[config.mk]
export PLATFORM = sky130hd
export DESIGN_NAME = multicycle_controller
export DESIGN_NICKNAME = d
export VERILOG_FILES = /design/src/rtl/riscv_pkg.sv /design/src/rtl/alu_decoder.sv /design/src/rtl/multicycle_controller.sv
export SDC_FILE = /design/constraint.sdc
export NUM_CORES = 1
export LEC_CHECK = 0
export ABC_CLOCK_PERIOD_IN_PS = 1900
export CELL_PAD_IN_SITES_DETAIL_PLACEMENT = 2
export CELL_PAD_IN_SITES_GLOBAL_PLACEMENT = 2
export CORE_UTILIZATION = 18
export DETAILED_ROUTE_END_ITERATION = 8
export HOLD_SLACK_MARGIN = 0.06
export PLACE_DENSITY = 0.82
export SLEW_MARGIN = 20
export SYNTH_ARGS = -nofsm -noshare
export SYNTH_HDL_FRONTEND = slang
export SYNTH_SLANG_ARGS = --single-unit
[constraint.sdc]
create_clock -name clk -period 1.9 [get_ports clk]
set_input_delay 0.285 -clock clk [delete_from_list [all_inputs] [get_ports clk]]
set_output_delay 0.285 -clock clk [all_outputs]
set_load 0.1 [all_outputs]
[src/rtl/riscv_pkg.sv]
// Shared types and encodings for the RV32I multicycle controller.
// Holds FSM state, opcode constants, ALUOp and ALUControl codes.
package riscv_pkg;

    typedef enum logic [3:0] {
        FETCH,
        DECODE,
        MEMADR,
        MEMREAD,
        MEMWB,
        MEMWRITE,
        EXECUTER,
        EXECUTEI,
        ALUWB,
        BRANCH,
        JAL
    } state_t;

    localparam logic [6:0] OP_LW  = 7'b0000011;
    localparam logic [6:0] OP_SW  = 7'b0100011;
    localparam logic [6:0] OP_R   = 7'b0110011;
    localparam logic [6:0] OP_I   = 7'b0010011;
    localparam logic [6:0] OP_BR  = 7'b1100011;
    localparam logic [6:0] OP_JAL = 7'b1101111;

    typedef enum logic [1:0] {
        ALUOP_ADD   = 2'b00,
        ALUOP_SUB   = 2'b01,
        ALUOP_FUNCT = 2'b10
    } aluop_t;

    localparam logic [2:0] ALU_ADD = 3'b000;
    localparam logic [2:0] ALU_SUB = 3'b001;
    localparam logic [2:0] ALU_AND = 3'b010;
    localparam logic [2:0] ALU_OR  = 3'b011;
    localparam logic [2:0] ALU_SLT = 3'b101;

endpackage

[src/rtl/alu_decoder.sv]
// ALU operation decode from ALUOp, funct3 and funct7 bit 5.
// Subtract only for R-type (op[5]) with funct7b5 set.
module alu_decoder
    import riscv_pkg::*;
(
    input  aluop_t     aluop_i,
    input  logic [2:0] funct3_i,
    input  logic       op5_i,
    input  logic       funct7b5_i,
    output logic [2:0] alucontrol_o
);

    // Map the FSM's ALU request onto the ALU operation code
    always_comb begin
        alucontrol_o = ALU_ADD;
        case (aluop_i)
            ALUOP_SUB: alucontrol_o = ALU_SUB;
            ALUOP_FUNCT: begin
                case (funct3_i)
                    3'b000:  alucontrol_o = (op5_i & funct7b5_i) ? ALU_SUB : ALU_ADD;
                    3'b010:  alucontrol_o = ALU_SLT;
                    3'b110:  alucontrol_o = ALU_OR;
                    3'b111:  alucontrol_o = ALU_AND;
                    default: alucontrol_o = ALU_ADD;
                endcase
            end
            default: alucontrol_o = ALU_ADD;
        endcase
    end

endmodule

[src/rtl/multicycle_controller.sv]
// Multicycle RV32I control FSM with Moore output decode.
// Write enables are forced low while reset is held.
module multicycle_controller
    import riscv_pkg::*;
(
    input  logic       clk,
    input  logic       reset,
    input  logic [6:0] op,
    input  logic [2:0] funct3,
    input  logic       funct7b5,
    input  logic       zero,
    output logic       PCWrite,
    output logic       AdrSrc,
    output logic       IRWrite,
    output logic       MemWrite,
    output logic       RegWrite,
    output logic [1:0] ResultSrc,
    output logic [1:0] ALUSrcA,
    output logic [1:0] ALUSrcB,
    output logic [1:0] ImmSrc,
    output logic [2:0] ALUControl,
    output logic       instr_done
);

    state_t state_q, state_d;
    aluop_t alu_op;
    logic   pc_update, branch, taken, op_ok;
    logic   ir_wr, mem_wr, reg_wr, done;

    // State register; reset returns to FETCH from anywhere
    always_ff @(posedge clk) begin
        if (reset) state_q <= FETCH;
        else       state_q <= state_d;
    end

    // Opcodes this controller knows how to sequence
    always_comb begin
        op_ok = 1'b0;
        case (op)
            OP_LW, OP_SW, OP_R, OP_I, OP_BR, OP_JAL: op_ok = 1'b1;
            default: op_ok = 1'b0;
        endcase
    end

    // Next-state selection
    always_comb begin
        state_d = FETCH;
        case (state_q)
            FETCH: state_d = DECODE;
            DECODE: begin
                case (op)
                    OP_LW, OP_SW: state_d = MEMADR;
                    OP_R:         state_d = EXECUTER;
                    OP_I:         state_d = EXECUTEI;
                    OP_BR:        state_d = BRANCH;
                    OP_JAL:       state_d = JAL;
                    default:      state_d = FETCH;
                endcase
            end
            MEMADR:   state_d = (op == OP_SW) ? MEMWRITE : MEMREAD;
            MEMREAD:  state_d = MEMWB;
            EXECUTER: state_d = ALUWB;
            EXECUTEI: state_d = ALUWB;
            JAL:      state_d = ALUWB;
            default:  state_d = FETCH;
        endcase
    end

    // Moore decode of datapath controls from the current state
    always_comb begin
        pc_update = 1'b0;
        branch    = 1'b0;
        AdrSrc    = 1'b0;
        ir_wr     = 1'b0;
        mem_wr    = 1'b0;
        reg_wr    = 1'b0;
        done      = 1'b0;
        ResultSrc = 2'b00;
        ALUSrcA   = 2'b00;
        ALUSrcB   = 2'b00;
        alu_op    = ALUOP_ADD;
        case (state_q)
            FETCH: begin
                ir_wr     = 1'b1;
                ALUSrcB   = 2'b10;
                ResultSrc = 2'b10;
                pc_update = 1'b1;
            end
            DECODE: begin
                ALUSrcA = 2'b01;
                ALUSrcB = 2'b01;
                done    = ~op_ok;
            end
            MEMADR: begin
                ALUSrcA = 2'b10;
                ALUSrcB = 2'b01;
            end
            MEMREAD: AdrSrc = 1'b1;
            MEMWB: begin
                ResultSrc = 2'b01;
                reg_wr    = 1'b1;
                done      = 1'b1;
            end
            MEMWRITE: begin
                AdrSrc = 1'b1;
                mem_wr = 1'b1;
                done   = 1'b1;
            end
            EXECUTER: begin
                ALUSrcA = 2'b10;
                alu_op  = ALUOP_FUNCT;
            end
            EXECUTEI: begin
                ALUSrcA = 2'b10;
                ALUSrcB = 2'b01;
                alu_op  = ALUOP_FUNCT;
            end
            ALUWB: begin
                reg_wr = 1'b1;
                done   = 1'b1;
            end
            BRANCH: begin
                ALUSrcA = 2'b10;
                alu_op  = ALUOP_SUB;
                branch  = 1'b1;
                done    = 1'b1;
            end
            JAL: begin
                ALUSrcA   = 2'b01;
                ALUSrcB   = 2'b10;
                pc_update = 1'b1;
            end
            default: ;
        endcase
    end

    // Branch condition: beq on zero, bne on not-zero
    always_comb begin
        case (funct3)
            3'b000:  taken = zero;
            3'b001:  taken = ~zero;
            default: taken = 1'b0;
        endcase
    end

    // Immediate format selected straight from the opcode
    always_comb begin
        case (op)
            OP_SW:   ImmSrc = 2'b01;
            OP_BR:   ImmSrc = 2'b10;
            OP_JAL:  ImmSrc = 2'b11;
            default: ImmSrc = 2'b00;
        endcase
    end

    assign PCWrite    = ~reset & (pc_update | (branch & taken));
    assign IRWrite    = ~reset & ir_wr;
    assign MemWrite   = ~reset & mem_wr;
    assign RegWrite   = ~reset & reg_wr;
    assign instr_done = ~reset & done;

    alu_decoder u_alu_dec (
        .aluop_i      (alu_op),
        .funct3_i     (funct3),
        .op5_i        (op[5]),
        .funct7b5_i   (funct7b5),
        .alucontrol_o (ALUControl)
    );

endmodule

==> reports/metrics.cfg, run 1 <==
[run_status]
outcome = finished with violations
violations = DRC, setup timing

[flow_run]
max-cap-violations = 0

[timing]
hold_ws_ps = 504
fin_crit_sh_pct = 101
rsz0062_at_grt = true
slew_headroom_pct = 69.2
hold_violations = 0
drv_slew = 0
clock_skew_ps = 4.43
finalSetupViolations = 2
period_needed_ps = 1920
worst_slack_ps = -16.8
worstMarginPinSlew_ps = 458
fmax_mhz = 522

[clock_tree]
cts_root_buffer = clkbuf_4
cts_tree = done
worstSkewPairLatency_ps = 260
cts_inserted_buffers = 3
cts_max_level = 1
clk_pin_slew_worst_paths_ps = 40
cts_max_path_buffers = 2
numClockSinks = 4

[yosys]
netlist-cell-type-count = 30
yosysSeqAreaShare_pct = 14.3
synth-async-reset-ratio_pct = 0
synth.avg_cell_area_um2 = 6.84
yosys_warnings = 0
syn_area_um2 = 561
synth_edf_count = 0
ys.flop_type = dfxtp_1
synth-seq-cells = 4
synthesis.nets = 98
synth_cells = 82

[die]
start_util_pct = 19.6
dieArea_um2 = 3340
rows = 19
io_pins = 31
die_x_um = 57.8
dieHeight_um = 57.8
design.core.area_um2 = 2850

[layout]
num_antenna_cells = 0
drive_above_1_share_pct = 61.7
top_regs = state_q: 4 flops
syn_to_final_growth_pct = 168
final_util_pct = 52.6
final_cell_count_no_fill = 164
largest_reg_flops = 4
final_nets = 151
regMostFlops = state_q
fillers = 296

[global_route]
gr-usage-all-layers_pct = 18.0
grt_pass1_wl_um = 4510
grt_max_degree = 13
antenna_found_initial = 0
grt_pass1_vias = 923
gr-total-overflow = 0

[route]
drtIter0Drc = 36
vias_per_cell = 5.06
ant_nets = 0
num_vias = 830
drt-total-wl_um = 2910
avgRoutedWirePerCell_um = 17.8
drc = 3
firstDrtPassIters = 6

[pwr]
finalPower_mw = 0.513
vdd_drop_max_v = 0.000141
powerDensity_nw_per_um2 = 342
cellLeakagePower_nw = 0.592

[setup_path]
path_class = reg2out
cp-end-kind = output pin
worstPathRequired_ps = 1620
startpoint_type = flip-flop
critPathArrivalTime_ps = 1630
critPathMaxFanout = 3

[placed_design]
gp_congestion = 0.785
dpl.hpwl_um = 2000
numPortBuffers = 30
place_inst = 155

[min_path]
hold_class = reg2reg

-- cell type report --
class                           count  area, µm²  area share (%)
Inverter                            4       15.0            1.00
Tap cell                           31       38.8            2.59
Multi-Input combinational cell     69        679            45.3
Sequential cell                     4       92.6            6.17
Timing Repair Buffer               53        652            43.5
Clock buffer                        3       22.5            1.50
-- layout by cell type (no fill, tap or decap), drive strengths merged --
cell	instances
nor2b	1
a211o	1
dfxtp	4
o32a	1
nand3b	3
a31oi	1
clkdlybuf4s15	1
nor2	6
o21ai	5
buf	40
nand2b	4
or2	1
xnor2	4
clkbuf	3
nor3b	2
dlygate4sd2	4
nand3	2
nand2	7
a31o	1
xor2	2
a21oi	8
ha	2
or3b	2
or3	1
nor3	10
inv	4
clkdlybuf4s50	8
nor4	5
-- through the flow --
step / TNS, ps / area [µm²] / worst slack, ps
5_1_grt: -416 / 1500 / -74.4
3_5_place_dp: -305 / 1340 / -206
2_1_floorplan: -1280 / 749 / -422
4_1_cts: -9.25 / 1480 / -9.25
6_report: -28.1 / 1500 / -16.8
3_3_place_gp: -243 / 1340 / -138
-- metal layers --
layer	wire length [µm]	GRT usage (%)	vias up	part of all wire, %
met5	0	0	-	0
met4	44	6.46	0	1.5
met2	1650	36.1	31	57
met1	1120	18.7	402	38
met3	99	2.23	4	3.4
li1	-	-	393	-
-- kinds of logic (layout without fill, tap and decap cells) --
| logic type | count (synthesis) | count (layout) | share of synthesized area (%) |
|---|---|---|---|
| xor+xnor | 6 | 6 | 9.37 |
| flops | 4 | 4 | 14.3 |
| fa+ha+maj | 2 | 2 | 4.46 |
| compound gates | 17 | 17 | 17.6 |
| buf+inv | 9 | 60 | 8.26 |
| simple gates | 44 | 44 | 46.0 |
-- synthesized netlist by cell type (2+ instances only) --
master	count	area share, %
nor3_1	9	8.0
a21oi_1	8	7.1
nand2_1	7	4.7
nor2_1	6	4.0
buf_2	4	3.6
dfxtp_1	4	14
inv_1	4	2.7
nor4_1	4	4.5
o21ai_0	4	3.6
xnor2_1	4	6.2
nand2b_1	3	3.3
nand3b_1	3	4.0
ha_1	2	4.5
nand3_1	2	1.8
nor3b_1	2	2.7
xor2_1	2	3.1
-- worst max-delay path, stage by stage (launching register included) --
cell,delay [ps]
dfxtp_2,330
nand2b_4,160
nor2_4,100
nand2_2,90
inv_1,110
ha_1,210
a31oi_4,50
nor2_4,130
buf_12,180
-- report_power, final --
part           total, mW  internal, mW  switching [mW]
sequential        0.0887        0.0836         0.00507
combinational      0.306         0.126           0.180
clock              0.119        0.0715          0.0474
-- worst paths after layout --
check             start  cells after the start             to  slack [ps]
min          state_q[0]                      1     state_q[0]         500
max          state_q[1]                      8  ALUControl[0]         -20
max reg2reg  state_q[1]                      5     state_q[1]         420
min reg2reg  state_q[0]                      1     state_q[0]         500
-- what timing repair did --
item / 4_1_cts / 5_1_grt
setup buffers: 4 / 2
pin swaps: 9 / 5
hold buffers: 0 / 0
endpoints found under the setup margin: 8 / 6
gates resized for setup: 32 / 1
Power figures use the tool's default switching activity.
==> inputs of run 2 (changes only) <==
--- a/config.mk
+++ b/config.mk
@@ -5,13 +5,13 @@
 export SDC_FILE = /design/constraint.sdc
 export NUM_CORES = 1
 export LEC_CHECK = 0
-export ABC_CLOCK_PERIOD_IN_PS = 1900
+export ABC_CLOCK_PERIOD_IN_PS = 2400
 export CELL_PAD_IN_SITES_DETAIL_PLACEMENT = 2
 export CELL_PAD_IN_SITES_GLOBAL_PLACEMENT = 2
-export CORE_UTILIZATION = 18
+export CORE_UTILIZATION = 20
 export DETAILED_ROUTE_END_ITERATION = 8
 export HOLD_SLACK_MARGIN = 0.06
-export PLACE_DENSITY = 0.82
+export PLACE_DENSITY = 0.89
 export SLEW_MARGIN = 20
 export SYNTH_ARGS = -nofsm -noshare
 export SYNTH_HDL_FRONTEND = slang
==> constraint.sdc (replaced) <==
create_clock -name clk -period 2.4 [get_ports clk]
set_input_delay 0.36 -clock clk [delete_from_list [all_inputs] [get_ports clk]]
set_output_delay 0.36 -clock clk [all_outputs]
set_load 0.1 [all_outputs]
==> reports/metrics.cfg, run 2 (synthesis results as in run 1) <==
[setup_path]
regToRegStartpoint = state_q[2]
startpoint_type = input port
critPathMaxFanout = 4  ; +1
r2r_cells = 5  ; unchanged
worstPathRequired_ps = 2040  ; +420 ps
cp-end-kind = output pin
critPathArrivalTime_ps = 1890  ; +260 ps
r2r_slack_ps = 990  ; +570 ps
path_class = in2out
critPathLaunch = op[3]
timing.rr.end = state_q[1]

[pwr]
cellLeakagePower_nw = 0.493  ; -17%
finalPower_mw = 0.367  ; -29%
vdd_drop_max_v = 0.000204  ; +45%
powerDensity_nw_per_um2 = 298  ; -13%

[min_path]
min-delay-start = state_q[0]
worstHoldPathCells = 4  ; +3
hold_class = reg2reg
min_to = state_q[3]

[clock_tree]
cts_max_path_buffers = 2  ; unchanged
cts_max_level = 1  ; unchanged
cts_resized = 0  ; -100%
numClockSinks = 4  ; unchanged
cts_setup_buffers = 0  ; -4
cts_inserted_buffers = 3  ; unchanged
cts_hold_buf = 0  ; unchanged
cts_root_buffer = clkbuf_4
cts_tree = done
worstSkewPairLatency_ps = 230  ; -30 ps
clk_pin_slew_worst_paths_ps = 40  ; about the same

[die]
dieArea_um2 = 3020  ; -9.7%
start_util_pct = 21.8  ; +2.2 points
rows = 18  ; -1
io_pins = 31  ; unchanged
die_x_um = 54.9  ; -5.0%
dieHeight_um = 54.9  ; -5.0%
design.core.area_um2 = 2570  ; -10%

[timing]
fin_tns_setup_ps = 0  ; +28.1 ps
slew_headroom_pct = 68.2  ; -1.1 points
hold_ws_ps = 673  ; +168 ps
finalSetupViolations = 0  ; -2
clock_skew_ps = 1.85  ; -2.57 ps
fmax_mhz = 445
rsz0062_at_grt = false
fin_crit_sh_pct = 93.6
drv_slew = 0  ; unchanged
worstMarginPinSlew_ps = 473  ; +15.1 ps
hold_violations = 0  ; unchanged
period_needed_ps = 2250

[layout]
drive_above_1_share_pct = 40.8  ; -21 points
num_antenna_cells = 0  ; unchanged
stdcell_area_um2 = 1230  ; -18%
syn_to_final_growth_pct = 119
fillers = 293  ; -1.0%
mostFrequentLayoutCell = buf_12
regMostFlops = state_q
multi_input_area_um2 = 529  ; -22%
largest_reg_flops = 4  ; unchanged
final_nets = 138  ; -8.6%
final_util_pct = 47.9  ; -4.7 points
top_regs = state_q: 4 flops
layout_common_cells = buf_12 (17), clkdlybuf4s50_1 (13), buf_4 (10), nand2_1 (7), a21oi_1 (7)
ff_latch_area_um2 = 80.1  ; -14%

[global_route]
grt_pass1_wl_um = 4060  ; -10%
grt_pass1_vias = 840  ; -9.0%
gr-total-overflow = 0  ; unchanged
grt_max_degree = 17  ; +4
gr-usage-all-layers_pct = 19.3  ; +1.3 points
antenna_found_initial = 0  ; unchanged

[route]
firstDrtPassIters = 2  ; -4
drtIter0Drc = 5  ; -86%
num_vias = 747  ; -10%
ant_nets = 0  ; unchanged
vias_per_cell = 4.98  ; -1.6%
avgRoutedWirePerCell_um = 16.8  ; -5.2%
drc = 0  ; -3
drt-total-wl_um = 2530  ; -13%

[placed_design]
gp_congestion = 0.756  ; -3.7%
dpl.hpwl_um = 2060  ; +2.8%
post_dp_cell_area_um2 = 1210  ; -9.6%
numPortBuffers = 30  ; unchanged

[run_status]
outcome = finished clean

[flow_run]
max-cap-violations = 0  ; unchanged

-- run 2: power by group --
| group | internal [mW] | switching, mW | leakage [nW] |
|---|---|---|---|
| combinational | 0.0842 | 0.131 | 0.446 |
| sequential | 0.0685 | 0.00172 | 0.0326 |
| clock | 0.0558 | 0.0260 | 0.0138 |
-- run 2: layout make-up --
| cell class | instances | share of cell area (%) |
|---|---|---|
| timing repair buffer | 40 | 44.4 |
| multi-input combinational | 69 | 43.0 |
| sequential | 4 | 6.51 |
| tap | 30 | 3.05 |
| clock buffer | 3 | 1.83 |
| inverter | 4 | 1.22 |
-- run 2: metal layers --
metal / GRT usage [%] / wire length (µm)
met5: 0 / 0
met4: 5.00 / 0
met3: 1.37 / 60
met2: 39.4 / 1480
met1: 20.9 / 983
-- run 2: worst max-delay path, cell delays in order --
cell,delay (ps)
clkdlybuf4s50_1,440
buf_4,160
nor4_1,450
o32a_1,260
nor2_2,50
buf_12,160
-- run 2: how the worst max path moves through the flow --
stage	endpoint	slack [ps]	depth (start not counted)
2_1_floorplan	PCWrite	-690	5
3_3_place_gp	instr_done	240	6
3_5_place_dp	instr_done	130	6
4_1_cts	instr_done	130	6
5_1_grt	ALUControl[1]	50	7
6_report	instr_done	150	6
-- run 2: through the flow --
step	cells	worst slack (ps)
after floorplan	82	-689
after global placement	147	236
after detailed placement	147	128
after CTS	150	128
after global routing	150	46.4
final	150	153
